`config.mk`:
```
export PLATFORM = sky130hd
export DESIGN_NAME = hflf_switch_seq
export DESIGN_NICKNAME = d
export VERILOG_FILES = /design/src/rtl/hflf_switch_seq_pkg.sv /design/src/rtl/hflf_switch_seq_sync_debounce.sv /design/src/rtl/hflf_switch_seq.sv
export SDC_FILE = /design/constraint.sdc
export NUM_CORES = 1
export LEC_CHECK = 0
export BUFFER_PORTS_ARGS = -buffer_cell sky130_fd_sc_hd__buf_2
export CAP_MARGIN = 20
export CORE_ASPECT_RATIO = 0.8
export CORE_MARGIN = 4
export CORE_UTILIZATION = 50
export CTS_CLUSTER_SIZE = 40
export DETAILED_ROUTE_END_ITERATION = 6
export GPL_ROUTABILITY_DRIVEN = 1
export PLACE_DENSITY = 0.67
export SYNTH_ARGS = -nofsm -noshare
export SYNTH_HDL_FRONTEND = slang
export SYNTH_SLANG_ARGS = --single-unit
export TNS_END_PERCENT = 1
```
`constraint.sdc`:
```
create_clock -name ck_1356meg -period 4.75 [get_ports ck_1356meg]
set_clock_uncertainty 0.15 [all_clocks]
set_input_delay 0.7125 -clock ck_1356meg [delete_from_list [all_inputs] [get_ports ck_1356meg]]
set_output_delay 0.7125 -clock ck_1356meg [all_outputs]
set_load 0.03 [all_outputs]
```
`src/rtl/hflf_switch_seq_pkg.sv`:
```
// -----------------------------------------------------------------------------
// hflf_switch_seq_pkg
// Shared definitions for the HF/LF personality changeover sequencer:
//   - state_t  : sequencer states
//   - DEF_*    : default cycle constants (13.56 MHz clock domain)
//   - SEL_HF   : mux-select encoding that routes the HF personality
// -----------------------------------------------------------------------------
package hflf_switch_seq_pkg;

    localparam logic SEL_HF = 1'b1;

    localparam int DEF_SYNC_STAGES     = 2;
    localparam int DEF_DEBOUNCE_CYCLES = 1024;
    localparam int DEF_DRAIN_MAX       = 4096;
    localparam int DEF_GUARD_CYCLES    = 13560;  // 1 ms at 13.56 MHz
    localparam int DEF_SETTLE_CYCLES   = 64;
    localparam int DEF_CNT_W           = 16;

    typedef enum logic [2:0] {
        STARTUP,
        ACTIVE,
        DRAIN,
        PWR_OFF,
        SWAP,
        SETTLE
    } state_t;

endpackage

```
`src/rtl/hflf_switch_seq_sync_debounce.sv`:
```
// -----------------------------------------------------------------------------
// hflf_switch_seq_sync_debounce
// Synchronises the asynchronous FPGA_SWITCH pin and debounces it.
// A level is accepted once the synchronised value has matched the registered
// candidate for DEBOUNCE_CYCLES cycles; accept pulses for one cycle on every
// acceptance (including the first one after reset).
// Latency from a clean pin edge to sw_db: SYNC_STAGES + DEBOUNCE_CYCLES + 1.
//
// Ports:
//   clk, rst_n : clock, asynchronous active-low reset
//   pin        : raw asynchronous switch input (1 = HF, 0 = LF)
//   sw_db      : debounced level
//   accept     : one-cycle strobe, sw_db was (re)loaded this cycle
// -----------------------------------------------------------------------------
module hflf_switch_seq_sync_debounce
    import hflf_switch_seq_pkg::*;
#(
    parameter int SYNC_STAGES     = DEF_SYNC_STAGES,
    parameter int DEBOUNCE_CYCLES = DEF_DEBOUNCE_CYCLES,
    parameter int CNT_W           = DEF_CNT_W
) (
    input  logic clk,
    input  logic rst_n,
    input  logic pin,
    output logic sw_db,
    output logic accept
);

    localparam logic [CNT_W-1:0] DEB_LOAD = CNT_W'(DEBOUNCE_CYCLES);

    logic [SYNC_STAGES-1:0] sync_q;
    logic                   sw_s;
    logic                   cand_q;
    logic [CNT_W-1:0]       cnt_q;

    assign sw_s = sync_q[SYNC_STAGES-1];

    // NOTE: every flop here uses non-blocking assignment so all stages sample
    // the pre-edge values; blocking would collapse the synchroniser chain.
    always_ff @(posedge clk or negedge rst_n) begin
        if (!rst_n) begin
            sync_q <= '0;
            cand_q <= 1'b0;
            cnt_q  <= DEB_LOAD;
            sw_db  <= SEL_HF;
            accept <= 1'b0;
        end else begin
            sync_q <= {sync_q[SYNC_STAGES-2:0], pin};
            accept <= 1'b0;
            if (sw_s != cand_q) begin
                cand_q <= sw_s;
                cnt_q  <= DEB_LOAD;
            end else if (cnt_q == CNT_W'(1)) begin
                // Accept on the 1->0 step so the counter ends parked at 0.
                cnt_q  <= '0;
                sw_db  <= cand_q;
                accept <= 1'b1;
            end else if (cnt_q != '0) begin
                cnt_q <= cnt_q - CNT_W'(1);
            end
        end
    end

endmodule

```
`src/rtl/hflf_switch_seq.sv`:
```
// -----------------------------------------------------------------------------
// hflf_switch_seq
// Sequences the HF/LF personality changeover: drain SSP traffic on the active
// side, gate all antenna power and let the field decay, then swap the output
// mux select while holding the inactive personality in reset.
//
// Build option: define HFLF_DRAIN_WAIT_EN to include the DRAIN state (wait for
// the active side's ssp_frame to go idle, bounded by DRAIN_MAX). Without it,
// ACTIVE goes straight to PWR_OFF, drain_to is tied 0 and the ssp_frame inputs
// are ignored.
//
// Ports:
//   ck_1356meg   : clock
//   nrst         : asynchronous active-low reset
//   fpga_switch  : raw switch pin, asynchronous (1 = HF, 0 = LF)
//   hf_ssp_frame : HF personality ssp_frame (activity)
//   lf_ssp_frame : LF personality ssp_frame (activity)
//   sel_hf       : output mux select, 1 routes HF
//   pwr_gate     : 1 forces all power/antenna outputs low
//   hf_rst_n     : active-low reset to the HF personality
//   lf_rst_n     : active-low reset to the LF personality
//   busy         : high whenever not ACTIVE
//   drain_to     : sticky, a drain ended on timeout (cleared by nrst only)
// -----------------------------------------------------------------------------
module hflf_switch_seq
    import hflf_switch_seq_pkg::*;
#(
    parameter int SYNC_STAGES     = DEF_SYNC_STAGES,
    parameter int DEBOUNCE_CYCLES = DEF_DEBOUNCE_CYCLES,
    parameter int DRAIN_MAX       = DEF_DRAIN_MAX,
    parameter int GUARD_CYCLES    = DEF_GUARD_CYCLES,
    parameter int SETTLE_CYCLES   = DEF_SETTLE_CYCLES,
    parameter int CNT_W           = DEF_CNT_W
) (
    input  logic ck_1356meg,
    input  logic nrst,
    input  logic fpga_switch,
    input  logic hf_ssp_frame,
    input  logic lf_ssp_frame,
    output logic sel_hf,
    output logic pwr_gate,
    output logic hf_rst_n,
    output logic lf_rst_n,
    output logic busy,
    output logic drain_to
);

    localparam logic [CNT_W-1:0] LD_DEB    = CNT_W'(DEBOUNCE_CYCLES);
    localparam logic [CNT_W-1:0] LD_GUARD  = CNT_W'(GUARD_CYCLES);
    localparam logic [CNT_W-1:0] LD_SETTLE = CNT_W'(SETTLE_CYCLES);

    state_t           state_q, state_d;
    logic [CNT_W-1:0] cnt_q, cnt_d;
    logic             sel_d, hf_rst_d, lf_rst_d;
    logic             sw_db, sw_acc;
    logic             cnt_done;

    hflf_switch_seq_sync_debounce #(
        .SYNC_STAGES     (SYNC_STAGES),
        .DEBOUNCE_CYCLES (DEBOUNCE_CYCLES),
        .CNT_W           (CNT_W)
    ) u_sync_debounce (
        .clk    (ck_1356meg),
        .rst_n  (nrst),
        .pin    (fpga_switch),
        .sw_db  (sw_db),
        .accept (sw_acc)
    );

    // A state loaded with N on entry is left on the edge where the counter
    // would step 1->0, so it is occupied for exactly N cycles.
    assign cnt_done = (cnt_q <= CNT_W'(1));

`ifdef HFLF_DRAIN_WAIT_EN
    localparam logic [CNT_W-1:0] LD_DRAIN = CNT_W'(DRAIN_MAX);

    logic act_frame, frame_q, drain_idle, drain_to_d;

    assign act_frame  = (sel_hf == SEL_HF) ? hf_ssp_frame : lf_ssp_frame;
    // Idle means the active side's frame was low this cycle and the last one.
    assign drain_idle = !act_frame && !frame_q;

    always_ff @(posedge ck_1356meg or negedge nrst) begin
        if (!nrst) begin
            frame_q  <= 1'b1;
            drain_to <= 1'b0;
        end else begin
            frame_q  <= act_frame;
            drain_to <= drain_to_d;
        end
    end
`else
    logic unused_drain;
    assign unused_drain = ^{hf_ssp_frame, lf_ssp_frame, CNT_W'(DRAIN_MAX)};
    assign drain_to     = 1'b0;
`endif

    // NOTE: every signal assigned here gets a default first, so no path can
    // leave one unassigned and infer a latch.
    always_comb begin
        state_d  = state_q;
        cnt_d    = (cnt_q != '0) ? cnt_q - CNT_W'(1) : '0;
        sel_d    = sel_hf;
        hf_rst_d = hf_rst_n;
        lf_rst_d = lf_rst_n;
`ifdef HFLF_DRAIN_WAIT_EN
        drain_to_d = drain_to;
`endif
        case (state_q)
            STARTUP: begin
                if (sw_acc) begin
                    state_d  = SETTLE;
                    cnt_d    = LD_SETTLE;
                    sel_d    = sw_db;
                    hf_rst_d = (sw_db == SEL_HF);
                    lf_rst_d = (sw_db != SEL_HF);
                end
            end
            ACTIVE: begin
                if (sw_db != sel_hf) begin
`ifdef HFLF_DRAIN_WAIT_EN
                    state_d  = DRAIN;
                    cnt_d    = LD_DRAIN;
`else
                    state_d  = PWR_OFF;
                    cnt_d    = LD_GUARD;
                    hf_rst_d = 1'b0;
                    lf_rst_d = 1'b0;
`endif
                end
            end
`ifdef HFLF_DRAIN_WAIT_EN
            DRAIN: begin
                // A reverted pin wins: nothing has been gated yet.
                if (sw_db == sel_hf) begin
                    state_d = ACTIVE;
                end else if (drain_idle || cnt_done) begin
                    state_d  = PWR_OFF;
                    cnt_d    = LD_GUARD;
                    hf_rst_d = 1'b0;
                    lf_rst_d = 1'b0;
                    if (!drain_idle) drain_to_d = 1'b1;
                end
            end
`endif
            PWR_OFF: begin
                if (cnt_done) begin
                    state_d = SWAP;
                    sel_d   = ~sel_hf;
                end
            end
            SWAP: begin
                state_d  = SETTLE;
                cnt_d    = LD_SETTLE;
                hf_rst_d = (sel_hf == SEL_HF);
                lf_rst_d = (sel_hf != SEL_HF);
            end
            SETTLE: begin
                if (cnt_done) state_d = ACTIVE;
            end
            default: begin
                // Unreachable encodings: gate power, reset both sides, swap.
                state_d  = PWR_OFF;
                cnt_d    = LD_GUARD;
                hf_rst_d = 1'b0;
                lf_rst_d = 1'b0;
            end
        endcase
    end

    always_ff @(posedge ck_1356meg or negedge nrst) begin
        if (!nrst) begin
            state_q  <= STARTUP;
            cnt_q    <= LD_DEB;
            sel_hf   <= SEL_HF;
            hf_rst_n <= 1'b0;
            lf_rst_n <= 1'b0;
        end else begin
            state_q  <= state_d;
            cnt_q    <= cnt_d;
            sel_hf   <= sel_d;
            hf_rst_n <= hf_rst_d;
            lf_rst_n <= lf_rst_d;
        end
    end

    // Power stays enabled while draining so an aborted drain is invisible.
    assign pwr_gate = !((state_q == ACTIVE) || (state_q == DRAIN));
    assign busy     = (state_q != ACTIVE);

endmodule

```
==> summary.md <==
| Metric | Value |
|---|---|
| #FFs+latches synth | `43` |
| DRC | `0` |
| Hold Crit Depth | `0` |
| Final TNS setup | `0 ns` |
| Worst r2r dst | `u_sync_debounce.cnt_q[8]` |
| Initial core utilization | `0.528` |
| Final setup fails | `0` |
| Die area | `5670 sq um` |
| ANT cells | `0` |
| Die width | `83.2 um` |
| R2R Setup Slk | `2.05 ns` |
| Leak pwr | `0.000980 uW` |
| # clock sinks | `43` |
| Required time of the worst setup path | `4.81 ns` |
| Hold Fails Final Rpt | `0` |
| H-tree Lvls | `2` |
| ANT nets after route | `0` |
| Top cells by area, synth | `dfrtp_1, xor2_1, dfstp_2` |
| Clock slew at reported path FFs | `0.08 ns` |
| Nets | `249` |
| Most frequent cell after synthesis | `dfrtp_1` |
| CTS buffer count | `5` |
| Worst skew pair latency | `0.28 ns` |
| Status | `finished clean` |
| Core area | `4280 sq um` |
| Synth cell count leaders | `dfrtp_1, nor2_1, o21ai_0, nand2_1, xor2_1` |
| Crit Path Max Fanout | `14` |
| Worst r2r path cells | `5` |
| Largest net degree at the start of global routing | `44` |
| Post-synth ARST share | `1.00` |
| Initial drt markers | `108` |
| Slew Limit Fails | `0` |
| Io pins | `11` |
| DRT Pass-1 Iters | `4` |
| Setup WS post-layout | `2.05 ns` |
| Ys Warns | `0` |
| Hold crit path type | `reg2reg` |
| DR vias | `1677` |
| Drt total wl | `4270 um` |
| Row cnt | `21` |
| First-pass GRT wire length | `7740 um` |
| Area grow syn2layout | `5.70%` |
| DP HPWL | `2960 um` |
| Post-route clock period utilization | `0.568` |
| Post-synth EDFFs | `0` |
| CP Capture Type | `flop` |
| RSZ-0062 raised after global routing | `false` |
| Yosys cell types | `48` |
| Hold Crit Start | `u_sync_debounce.sync_q[0]` |
| Fraction of layout cells with a size suffix above 1 | `0.142` |
| Setup WS pre-CTS | `2.08 ns` |
| Rel. slew slack | `0.368` |
| Worst vdd rail ir drop | `0.000243 V` |
| Setup Fix Bufs, Post-CTS | `0` |
| Via density | `5.67` |
| Max Freq | `0.371 GHz` |
| WL per Instance | `14.4 um` |
| Syn_area_per_cell | `9.66 sq um` |
| Vias in the first global route | `1586` |
| Worst EP arrival | `2.76 ns` |
| GRT Util Overall | `0.170` |
| Minimum clock period | `2.70 ns` |
| GRT Residual Overflow | `0` |
| Root Driver | `clkbuf_8` |
| Synth Cell Area | `2260 sq um` |
| Gates resized, CTS repair | `0` |
| Syn nets | `244` |
| IO buf count | `7` |
| CTS Hold Bufs | `0` |
| Hold endpoint | `u_sync_debounce.sync_q[1]` |
| Synth top area share | `0.432` |
| TritonCTS clock tree | `yes` |
| Register area share after synthesis | `0.478` |
| Antenna violations before repair | `0` |
| Cell count after synthesis | `234` |
| Measured slew at the worst slew-check pin | `0.948 ns` |
| WS Path Type | `reg2reg` |
| Placer Congestion | `0.760` |
| Die Y | `68.1 um` |
| PwrDens | `520 nW/um^2` |
| Clock buffer depth | `2` |
| Top_reg_cell synth | `dfrtp_1` |
| Max-cap violations | `0` |
| CP Launch Type | `flop` |
| Dominant cell type by area after synthesis | `dfrtp_1` |
| FF-to-FF Start | `u_sync_debounce.cnt_q[11]` |
## cell type report
type / count / area (sq um)
clock buffers: 7 / 76.3
fillers: 388 / 1890
inverters: 8 / 30.0
multi-input cells: 174 / 1100
flip-flops and latches: 43 / 1080
well taps: 57 / 71.3
repair buffers: 7 / 35.0
## routing by layer
metal  track usage  up-vias  wire [um]
li1              -      837          -
met2         0.248       27       1690
met5             0        -          0
met1         0.257      811       2370
met4        0.0367        0         19
met3        0.0385        2        186
## report_power, final
| group | internal (uW) | leakage (uW) | switching [uW] |
|---|---|---|---|
| registers | 460 | 0.000525 | 102 |
| logic | 186 | 0.000417 | 282 |
| clock network | 101 | 0.0000383 | 112 |
## worst max path at each step
stage	depth (start not counted)	start	to
CTS	5	u_sync_debounce.cnt_q[11]	u_sync_debounce.cnt_q[0]
floorplan	6	u_sync_debounce.cnt_q[11]	u_sync_debounce.cnt_q[4]
detailed placement	5	u_sync_debounce.cnt_q[11]	u_sync_debounce.cnt_q[0]
finish	5	u_sync_debounce.cnt_q[11]	u_sync_debounce.cnt_q[8]
global route	5	cnt_q[2]	sel_hf
global placement	5	u_sync_debounce.cnt_q[11]	u_sync_debounce.cnt_q[0]
## kinds of logic (layout without fill, tap and decap cells)
logic type	Yosys count	after routing	share of synthesized area
multiplexers	1	1	0.00443
flip-flops	43	43	0.478
AND/OR/NAND/NOR	98	98	0.244
adder cells (fa/ha/maj)	5	5	0.0277
other	1	1	0.00166
buffers and inverters	17	22	0.0371
AO/OA/AOI/OAI	49	49	0.130
XOR/XNOR	20	20	0.0775
## placed cells by master, fill, tap and decap left out, drive strengths merged, types with 3 or more instances in the layout
master and n:
dfrtp 39, a21oi 12, inv 8, xnor2 7
buf 7, nor2 24, clkbuf 7, nand2 15
or2 3, or3 9, xor2 13, ha 5
nor3 12, or4 7, nand3 6, o21ai 21
nand2b 4, o211ai 4, nor4 7, dfstp 4
## critical path, stage by stage (launching register included)
cell and delay [ns]:
dfrtp_1 0.41, or4_4 0.58, or4_4 0.48, nor4_4 0.62
o21ai_0 0.22, a21oi_1 0.15
## registers in the layout (all words and copies together) (netlist names)
signal                  count
u_sync_debounce.cnt_q      16
u_sync_debounce.accept      1
u_sync_debounce.sw_db       1
state_q                     3
hf_rst_n                    1
lf_rst_n                    1
sel_hf                      1
u_sync_debounce.cand_q      1
u_sync_debounce.sync_q      2
cnt_q                      16
## metrics by stage
| step | cell area (sq um) | utilization | std cells | power, uW | hold slack [ns] |
|---|---|---|---|---|---|
| global placement | 2310 | 0.540 | 289 | 1020 | 0.184 |
| finish | 2390 | 0.558 | 296 | 1240 | 0.201 |
| floorplan | 2260 | - | 234 | 920 | 0.181 |
| CTS | 2390 | 0.558 | 296 | 1250 | 0.204 |
| global route | 2390 | 0.558 | 296 | 1360 | 0.217 |
| detailed placement | 2310 | 0.540 | 289 | 1030 | 0.186 |
Power figures use the tool's default switching activity.
